===== src/rtl/dmi_target_if.sv =====
`default_nettype none
// dmi_target_if: DMI request/response handshake bundle between the DTM and the debug module.
// Revision 1.0
interface dmi_target_if;
  logic [40:0] dmi_req_i;
  logic        dmi_req_valid_i;
  logic        dmi_req_ready_o;
  logic [33:0] dmi_resp_o;
  logic        dmi_resp_valid_o;
  logic        dmi_resp_ready_i;

  modport master (
    output dmi_req_i,
    output dmi_req_valid_i,
    output dmi_resp_ready_i,
    input  dmi_req_ready_o,
    input  dmi_resp_o,
    input  dmi_resp_valid_o
  );

  modport slave (
    input  dmi_req_i,
    input  dmi_req_valid_i,
    input  dmi_resp_ready_i,
    output dmi_req_ready_o,
    output dmi_resp_o,
    output dmi_resp_valid_o
  );
endinterface
`default_nettype wire


===== src/rtl/dmi_target.sv =====
`default_nettype none
// dmi_target: DMI responder with data0/1, dmcontrol, dmstatus, abstractcs, command and a busy window.
// Revision 1.0
module dmi_target #(
  parameter int unsigned CmdLatency = 8,
  parameter logic [3:0]  DmVersion  = 4'h2
) (
  input  logic         clk_i,
  input  logic         rst_ni,
  dmi_target_if.slave  dmi,
  input  logic         unlock_i,
  output logic         haltreq_o,
  output logic         ndmreset_o,
  output logic [31:0]  cmd_o,
  output logic         cmd_start_o
);

  localparam logic [6:0] ADDR_DATA0      = 7'h04;
  localparam logic [6:0] ADDR_DATA1      = 7'h05;
  localparam logic [6:0] ADDR_DMCONTROL  = 7'h10;
  localparam logic [6:0] ADDR_DMSTATUS   = 7'h11;
  localparam logic [6:0] ADDR_ABSTRACTCS = 7'h16;
  localparam logic [6:0] ADDR_COMMAND    = 7'h17;

  localparam logic [1:0] OP_NOP   = 2'd0;
  localparam logic [1:0] OP_READ  = 2'd1;
  localparam logic [1:0] OP_WRITE = 2'd2;
  localparam logic [1:0] OP_RSVD  = 2'd3;

  localparam logic [1:0] RC_OK   = 2'd0;
  localparam logic [1:0] RC_FAIL = 2'd2;
  localparam logic [1:0] RC_BUSY = 2'd3;

  localparam logic [0:0] ST_IDLE = 1'b0;
  localparam logic [0:0] ST_RESP = 1'b1;

  localparam logic [7:0] LATENCY = 8'(CmdLatency);

  logic [0:0]  state_q, state_d;
  logic        accept;
  logic        req_ready, resp_valid;

  logic [6:0]  addr;
  logic [1:0]  op;
  logic [31:0] wdata;
  logic        is_write, is_read, gated;

  logic [31:0] data0_q, data0_d;
  logic [31:0] data1_q, data1_d;
  logic [31:0] cmd_q, cmd_d;
  logic        haltreq_q, haltreq_d;
  logic        ndmreset_q, ndmreset_d;
  logic        dmactive_q, dmactive_d;
  logic [2:0]  cmderr_q, cmderr_d;
  logic [7:0]  busy_cnt_q, busy_cnt_d;
  logic        busy;
  logic        cmd_start_q, cmd_start_d;
  logic [33:0] resp_q, resp_d;
  logic [31:0] rdata;
  logic [1:0]  rcode;

  assign addr     = dmi.dmi_req_i[40:34];
  assign op       = dmi.dmi_req_i[33:32];
  assign wdata    = dmi.dmi_req_i[31:0];
  assign is_write = (op == OP_WRITE);
  assign is_read  = (op == OP_READ);
  assign gated    = (addr == ADDR_DATA0) || (addr == ADDR_DATA1) || (addr == ADDR_COMMAND);
  assign busy     = (busy_cnt_q != 8'd0);
  assign accept   = (state_q == ST_IDLE) && dmi.dmi_req_valid_i;

  // FSM: state register
  always_ff @(posedge clk_i or negedge rst_ni) begin
    if (!rst_ni) begin
      state_q <= ST_IDLE;
    end else begin
      state_q <= state_d;
    end
  end

  // FSM: next state
  always_comb begin
    state_d = state_q;
    case (state_q)
      ST_IDLE: if (dmi.dmi_req_valid_i)  state_d = ST_RESP;
      ST_RESP: if (dmi.dmi_resp_ready_i) state_d = ST_IDLE;
      default: state_d = ST_IDLE;
    endcase
  end

  // FSM: outputs
  always_comb begin
    req_ready  = 1'b0;
    resp_valid = 1'b0;
    case (state_q)
      ST_IDLE: req_ready  = 1'b1;
      ST_RESP: resp_valid = 1'b1;
      default: req_ready  = 1'b0;
    endcase
  end

  // Request decode: side effects and response word for the request being accepted.
  always_comb begin
    data0_d     = data0_q;
    data1_d     = data1_q;
    cmd_d       = cmd_q;
    haltreq_d   = haltreq_q;
    ndmreset_d  = ndmreset_q;
    dmactive_d  = dmactive_q;
    cmderr_d    = cmderr_q;
    busy_cnt_d  = busy ? (busy_cnt_q - 8'd1) : busy_cnt_q;
    cmd_start_d = 1'b0;
    rdata       = 32'h0;
    rcode       = RC_OK;

    if (accept) begin
      if (op == OP_NOP) begin
        rcode = RC_OK;
      end else if (op == OP_RSVD) begin
        rcode = RC_FAIL;
      end else if (is_write && !unlock_i) begin
        // Locked writes have no side effect at all, not even a busy error.
        rcode = RC_FAIL;
      end else if (busy && gated) begin
        rcode = RC_BUSY;
        if (cmderr_q == 3'd0) cmderr_d = 3'd1;
      end else if (is_write) begin
        case (addr)
          ADDR_DATA0: data0_d = wdata;
          ADDR_DATA1: data1_d = wdata;
          ADDR_DMCONTROL: begin
            haltreq_d  = wdata[31];
            ndmreset_d = wdata[1];
            dmactive_d = wdata[0];
            if (!wdata[0]) begin
              data0_d     = 32'h0;
              data1_d     = 32'h0;
              cmderr_d    = 3'd0;
              haltreq_d   = 1'b0;
              ndmreset_d  = 1'b0;
              busy_cnt_d  = 8'd0;
              cmd_start_d = 1'b0;
            end
          end
          ADDR_ABSTRACTCS: cmderr_d = cmderr_q & ~wdata[10:8];
          ADDR_COMMAND: begin
            if (cmderr_q == 3'd0) begin
              cmd_d       = wdata;
              cmd_start_d = 1'b1;
              busy_cnt_d  = LATENCY;
            end
          end
          default: rcode = RC_OK;
        endcase
      end else if (is_read) begin
        case (addr)
          ADDR_DATA0:      rdata = data0_q;
          ADDR_DATA1:      rdata = data1_q;
          ADDR_DMCONTROL:  rdata = {haltreq_q, 29'h0, ndmreset_q, dmactive_q} & 32'h8000_0003;
          ADDR_DMSTATUS:   rdata = {24'h0, unlock_i, 3'b000, DmVersion};
          ADDR_ABSTRACTCS: rdata = {19'h0, busy, 1'b0, cmderr_q, 4'h0, 4'd2};
          default:         rdata = 32'h0;
        endcase
      end
    end
    resp_d = {rdata, rcode};
  end

  always_ff @(posedge clk_i or negedge rst_ni) begin
    if (!rst_ni) begin
      data0_q     <= 32'h0;
      data1_q     <= 32'h0;
      cmd_q       <= 32'h0;
      haltreq_q   <= 1'b0;
      ndmreset_q  <= 1'b0;
      dmactive_q  <= 1'b0;
      cmderr_q    <= 3'd0;
      busy_cnt_q  <= 8'd0;
      cmd_start_q <= 1'b0;
      resp_q      <= 34'h0;
    end else begin
      data0_q     <= data0_d;
      data1_q     <= data1_d;
      cmd_q       <= cmd_d;
      haltreq_q   <= haltreq_d;
      ndmreset_q  <= ndmreset_d;
      dmactive_q  <= dmactive_d;
      cmderr_q    <= cmderr_d;
      busy_cnt_q  <= busy_cnt_d;
      cmd_start_q <= cmd_start_d;
      if (accept) resp_q <= resp_d;
    end
  end

  assign dmi.dmi_req_ready_o  = req_ready;
  assign dmi.dmi_resp_valid_o = resp_valid;
  assign dmi.dmi_resp_o       = resp_q;
  assign haltreq_o            = haltreq_q;
  assign ndmreset_o           = ndmreset_q;
  assign cmd_o                = cmd_q;
  assign cmd_start_o          = cmd_start_q;

endmodule
`default_nettype wire


===== src/flat_wrapper.sv =====
// flat-port wrapper written by rule: the top's interface ports become plain ports
module dmi_target_flat 
#(
  parameter int unsigned CmdLatency = 8,
  parameter logic [3:0]  DmVersion  = 4'h2
)
  (clk_i, rst_ni, unlock_i, haltreq_o, ndmreset_o, cmd_o, cmd_start_o, dmi_dmi_req_i, dmi_dmi_req_valid_i, dmi_dmi_resp_ready_i, dmi_dmi_req_ready_o, dmi_dmi_resp_o, dmi_dmi_resp_valid_o);
  dmi_target_if dmi_i ();
  input  logic clk_i;
  input  logic rst_ni;
  input  logic unlock_i;
  output logic haltreq_o;
  output logic ndmreset_o;
  output logic [31:0] cmd_o;
  output logic cmd_start_o;
  input wire logic [$bits(dmi_i.dmi_req_i)-1:0] dmi_dmi_req_i;
  input wire logic [$bits(dmi_i.dmi_req_valid_i)-1:0] dmi_dmi_req_valid_i;
  input wire logic [$bits(dmi_i.dmi_resp_ready_i)-1:0] dmi_dmi_resp_ready_i;
  output wire logic [$bits(dmi_i.dmi_req_ready_o)-1:0] dmi_dmi_req_ready_o;
  output wire logic [$bits(dmi_i.dmi_resp_o)-1:0] dmi_dmi_resp_o;
  output wire logic [$bits(dmi_i.dmi_resp_valid_o)-1:0] dmi_dmi_resp_valid_o;
  assign dmi_i.dmi_req_i = dmi_dmi_req_i;
  assign dmi_i.dmi_req_valid_i = dmi_dmi_req_valid_i;
  assign dmi_i.dmi_resp_ready_i = dmi_dmi_resp_ready_i;
  assign dmi_dmi_req_ready_o = dmi_i.dmi_req_ready_o;
  assign dmi_dmi_resp_o = dmi_i.dmi_resp_o;
  assign dmi_dmi_resp_valid_o = dmi_i.dmi_resp_valid_o;
  dmi_target #(.CmdLatency(CmdLatency), .DmVersion(DmVersion)) u_core (.clk_i(clk_i), .rst_ni(rst_ni), .dmi(dmi_i), .unlock_i(unlock_i), .haltreq_o(haltreq_o), .ndmreset_o(ndmreset_o), .cmd_o(cmd_o), .cmd_start_o(cmd_start_o));
endmodule

===== config.mk =====
export PLATFORM = sky130hd
export DESIGN_NAME = dmi_target_flat
export DESIGN_NICKNAME = d
export VERILOG_FILES = /design/src/rtl/dmi_target_if.sv /design/src/rtl/dmi_target.sv /design/src/flat_wrapper.sv
export SDC_FILE = /design/constraint.sdc
export NUM_CORES = 1
export LEC_CHECK = 0
export CAP_MARGIN = 40
export CORE_MARGIN = 10
export CORE_UTILIZATION = 35
export CTS_BUF_LIST = sky130_fd_sc_hd__clkbuf_8
export CTS_CLUSTER_SIZE = 25
export DETAILED_ROUTE_END_ITERATION = 8
export GPL_TIMING_DRIVEN = 0
export PLACE_DENSITY = 0.65
export SLEW_MARGIN = 20
export SYNTH_ARGS = -nofsm -noshare
export SYNTH_HDL_FRONTEND = slang
export SYNTH_SLANG_ARGS = --single-unit

===== constraint.sdc =====
create_clock -name clk_i -period 2.5 [get_ports clk_i]
set_input_delay 0.5 -clock clk_i [delete_from_list [all_inputs] [get_ports clk_i]]
set_output_delay 0.5 -clock clk_i [all_outputs]
set_load 0.01 [all_outputs]

==> key figures <==
Status
  • Status: finished, violations left
  • Failing checks: setup timing

CTS
  • Worst-path clk slew: 0.07 ns
  • H-tree levels: 4
  • Root Driver: clkbuf_8
  • Cts bufs inserted: 17
  • # clock sinks: 146
  • Clock buffer depth: 2
  • CTS tree: done
  • Worst-Skew Late Latency: 0.45 ns

Final layout
  • # diodes: 0
  • Post-layout util: 0.478
  • Seq. cell area: 0.00365 mm2
  • Layout Cells excl Fill: 925
  • Post-layout nets: 732
  • Fill cells: 1697
  • Footprint of the multi-input gates: 0.00302 mm2
  • Syn-to-layout area delta: 34.0%
  • Share of layout cells above drive strength 1: 0.271

Timing
  • FMAX: 0.394 GHz
  • Fin worst setup slack: -0.0380 ns
  • Tmin final: 2.54 ns
  • Worst slew margin: 0.477
  • Slew Limit Fails: 0
  • RSZ-0062 raised after global routing: yes
  • Worst-margin pin slew: 0.784 ns
  • Final setup viols: 29
  • Final-report hold violation count: 0
  • Post-Route Skew: 0.0154 ns
  • Final period util: 1.02

Routing
  • First-pass DRT Iterations: 5
  • Via count: 4763
  • WL per Instance: 19.5 um
  • Remaining DRCs: 0
  • Initial drt markers: 337
  • Drt total wl: 18000 um
  • Vias per Instance: 5.15
  • ANT nets after route: 0

Power and ir drop
  • Pwr Total: 4.88 mW
  • VDD IR max: 0.484 mV
  • Combinational group share of total power: 0.112
  • Sw Ratio: 0.262
  • Psw: 1.28 mW
  • Share of power burned in registers: 0.515
  • Clock Power Share: 0.373
  • Static Leak: 4.13 nW
  • P_int: 3.60 mW
  • Pwr/cell area: 544 mW/mm2

Yosys
  • YS warnings: 0
  • Post-Synth XOR/XNOR Area: 0.00654
  • Synth area leaders: dfrtp_1 (55%), mux2_2 (12%), mux2_4 (6.5%)
  • Post-synth top area share: 0.545
  • Commonest cells in the netlist: dfrtp_1 (146), mux2_2 (70), nand2_1 (46), and2_1 (34), o21ai_0 (34)
  • Largest family of logic cells by synthesized area: multiplexers
  • Compound-cell area share of the yosys netlist: 0.0773
  • Cell accounting for the most synthesized area: dfrtp_1
  • Gate Count Post-Synth: 532
  • Mapped Avg Cell Area: 12.6 um2
  • Most frequent cell after synthesis: dfrtp_1
  • Register area share after synthesis: 0.545
  • Number of enable flip-flop cells after synthesis: 0
  • FFs w/ async S/R, synth: 1.00
  • Post-synthesis net count: 584
  • Mux contribution to synthesized area: 0.220
  • Post-synth cell types: 53
  • Cell area after synthesis: 0.00670 mm2
  • Synthesized-area fraction occupied by adder cells: 0.0112
  • Number of synthesized register bits: 146
  • Top FF cell, synth: dfrtp_1
  • Simple-gate area share of the yosys netlist: 0.107

Place
  • Detailed-placement wirelength estimate: 12800 um
  • Port Buffers: 114
  • Pre-CTS WS: -1.18 ns
  • RD Place Congestion: 0.914
  • DP Cell Count: 881

Global route
  • Number of global-route vias before repair: 5189
  • First-pass GRT wire length: 28300 um
  • Pin count of the biggest net entering global routing: 80
  • Initial antenna violation count: 0
  • Overflow after GRT: 0
  • Tot GR Track Use: 0.144

Worst setup path
  • Arrival @ worst endpoint: 2.87 ns
  • Type of the worst setup path: input port to register
  • Worst Setup End Kind: register
  • Worst Path Required: 2.83 ns
  • Critical path startpoint category: input port
  • Crit-path max FO: 10

Hold path
  • Worst hold path type: register to register

Die
  • Die area: 0.0251 mm2
  • Initial Utilization: 0.357
  • Die span in y: 158 um
  • Die Wd: 158 um
  • Core ar.: 0.0188 mm2
  • Ports: 117
  • Std cell rows: 50

Job
  • Max-cap violations: 0
==> layout make-up <==
class	count	area share
inverter	7	0.00516
tap	234	0.0326
timing repair buffer	133	0.149
buffer	28	0.0283
sequential	146	0.407
clock buffer	19	0.0291
clock inverter	11	0.0128
multi-input combinational	347	0.336
==> worst paths after layout <==
check                      cells after the start                        end  slack [ns]                       from
hold / removal                                 2  u_core.dmi.dmi_resp_o[10]        0.48  u_core.dmi.dmi_resp_o[10]
hold reg to reg                                2  u_core.dmi.dmi_resp_o[10]        0.48  u_core.dmi.dmi_resp_o[10]
setup / recovery                               9           u_core.cmd_o[23]       -0.04          dmi_dmi_req_i[32]
max in group asynchronous                      3         u_core.data1_q[17]        1.15                     rst_ni
setup reg to reg                               6           u_core.cmd_o[23]       -0.01             u_core.state_q
min in group asynchronous                      2           u_core.cmd_o[27]        0.58                     rst_ni
==> critical path, stage by stage <==
cell	delay, ns
clkbuf_4	0.16
inv_8	0.04
ha_4	0.14
or4b_4	0.54
or2_1	0.24
buf_6	0.14
or4_4	0.60
buf_12	0.20
mux2_4	0.30
==> cell usage in the layout (no fill, tap or decap), drive strengths merged, types with 3 or more instances in the layout <==
| cell type | instances |
|---|---|
| a211oi | 3 |
| a22oi | 4 |
| mux2i | 25 |
| o21ai | 34 |
| a221oi | 4 |
| or4 | 3 |
| a21boi | 3 |
| o21a | 3 |
| or3 | 4 |
| clkinv | 4 |
| nor3 | 8 |
| nor4 | 3 |
| dfrtp | 146 |
| and2 | 34 |
| nor3b | 4 |
| mux2 | 99 |
| nand2 | 46 |
| ha | 6 |
| a21oi | 4 |
| nor2b | 3 |
| buf | 32 |
| nor2 | 16 |
| clkbuf | 36 |
| a2111oi | 3 |
| xnor2 | 4 |
| inv | 10 |
| o31ai | 6 |
| nand2b | 4 |
| clkdlybuf4s50 | 108 |
==> metrics by stage <==
step                      TNS [ns]  instance area, um2  hold WS, ns
after floorplan             -11.00                6870        0.204
after global placement     -817.96                8300        0.462
after detailed placement   -134.93                8330        0.469
after CTS                        0                8860        0.475
after global routing        -0.897                8980        0.502
final                       -0.514                8980        0.484
==> power groups by stage <==
| stage | clock [mW] | sequential [mW] | combinational (mW) |
|---|---|---|---|
| after floorplan | 0 | 2.54 | 0.277 |
| after global placement | 0 | 2.55 | 0.486 |
| after detailed placement | 0 | 2.55 | 0.517 |
| after CTS | 1.87 | 2.51 | 0.528 |
| after global routing | 1.97 | 2.52 | 0.605 |
| final | 1.82 | 2.51 | 0.545 |
==> state kept, by name, summed over array words and instances, names as in the netlist <==
signal / count
u_core.cmderr_q: 3
u_core.ndmreset_o: 1
u_core.dmi.dmi_resp_o: 34
u_core.busy_cnt_q: 8
u_core.cmd_o: 32
u_core.cmd_start_o: 1
u_core.data0_q: 32
u_core.state_q: 1
u_core.dmactive_q: 1
u_core.haltreq_o: 1
u_core.data1_q: 32
==> kinds of logic after synthesis <==
kind of cell | count (synthesis)
mux | 124
simple gates | 136
xor+xnor | 5
fa+ha+maj | 6
flops | 146
buf+inv | 39
compound gates | 76
==> metal layers <==
layer | vias to the layer above | wire [um] | share of wire | GRT usage
li1 | 2173 | - | - | -
met1 | 2432 | 8040 | 0.45 | 0.187
met2 | 134 | 8390 | 0.47 | 0.222
met3 | 24 | 1360 | 0.075 | 0.0559
met4 | 0 | 223 | 0.012 | 0.0335
met5 | - | 0 | 0 | 0
==> timing repair <==
action | in CTS | in global routing
buffers inserted | 9 | 7
setup endpoints to repair | 139 | 126
hold endpoints to repair | 19 | 0
hold buffers | 1 | 0
gates cloned | 0 | 1
pin swaps | 5 | 4
gates resized for setup | 37 | 24
Power figures use the tool's default switching activity.
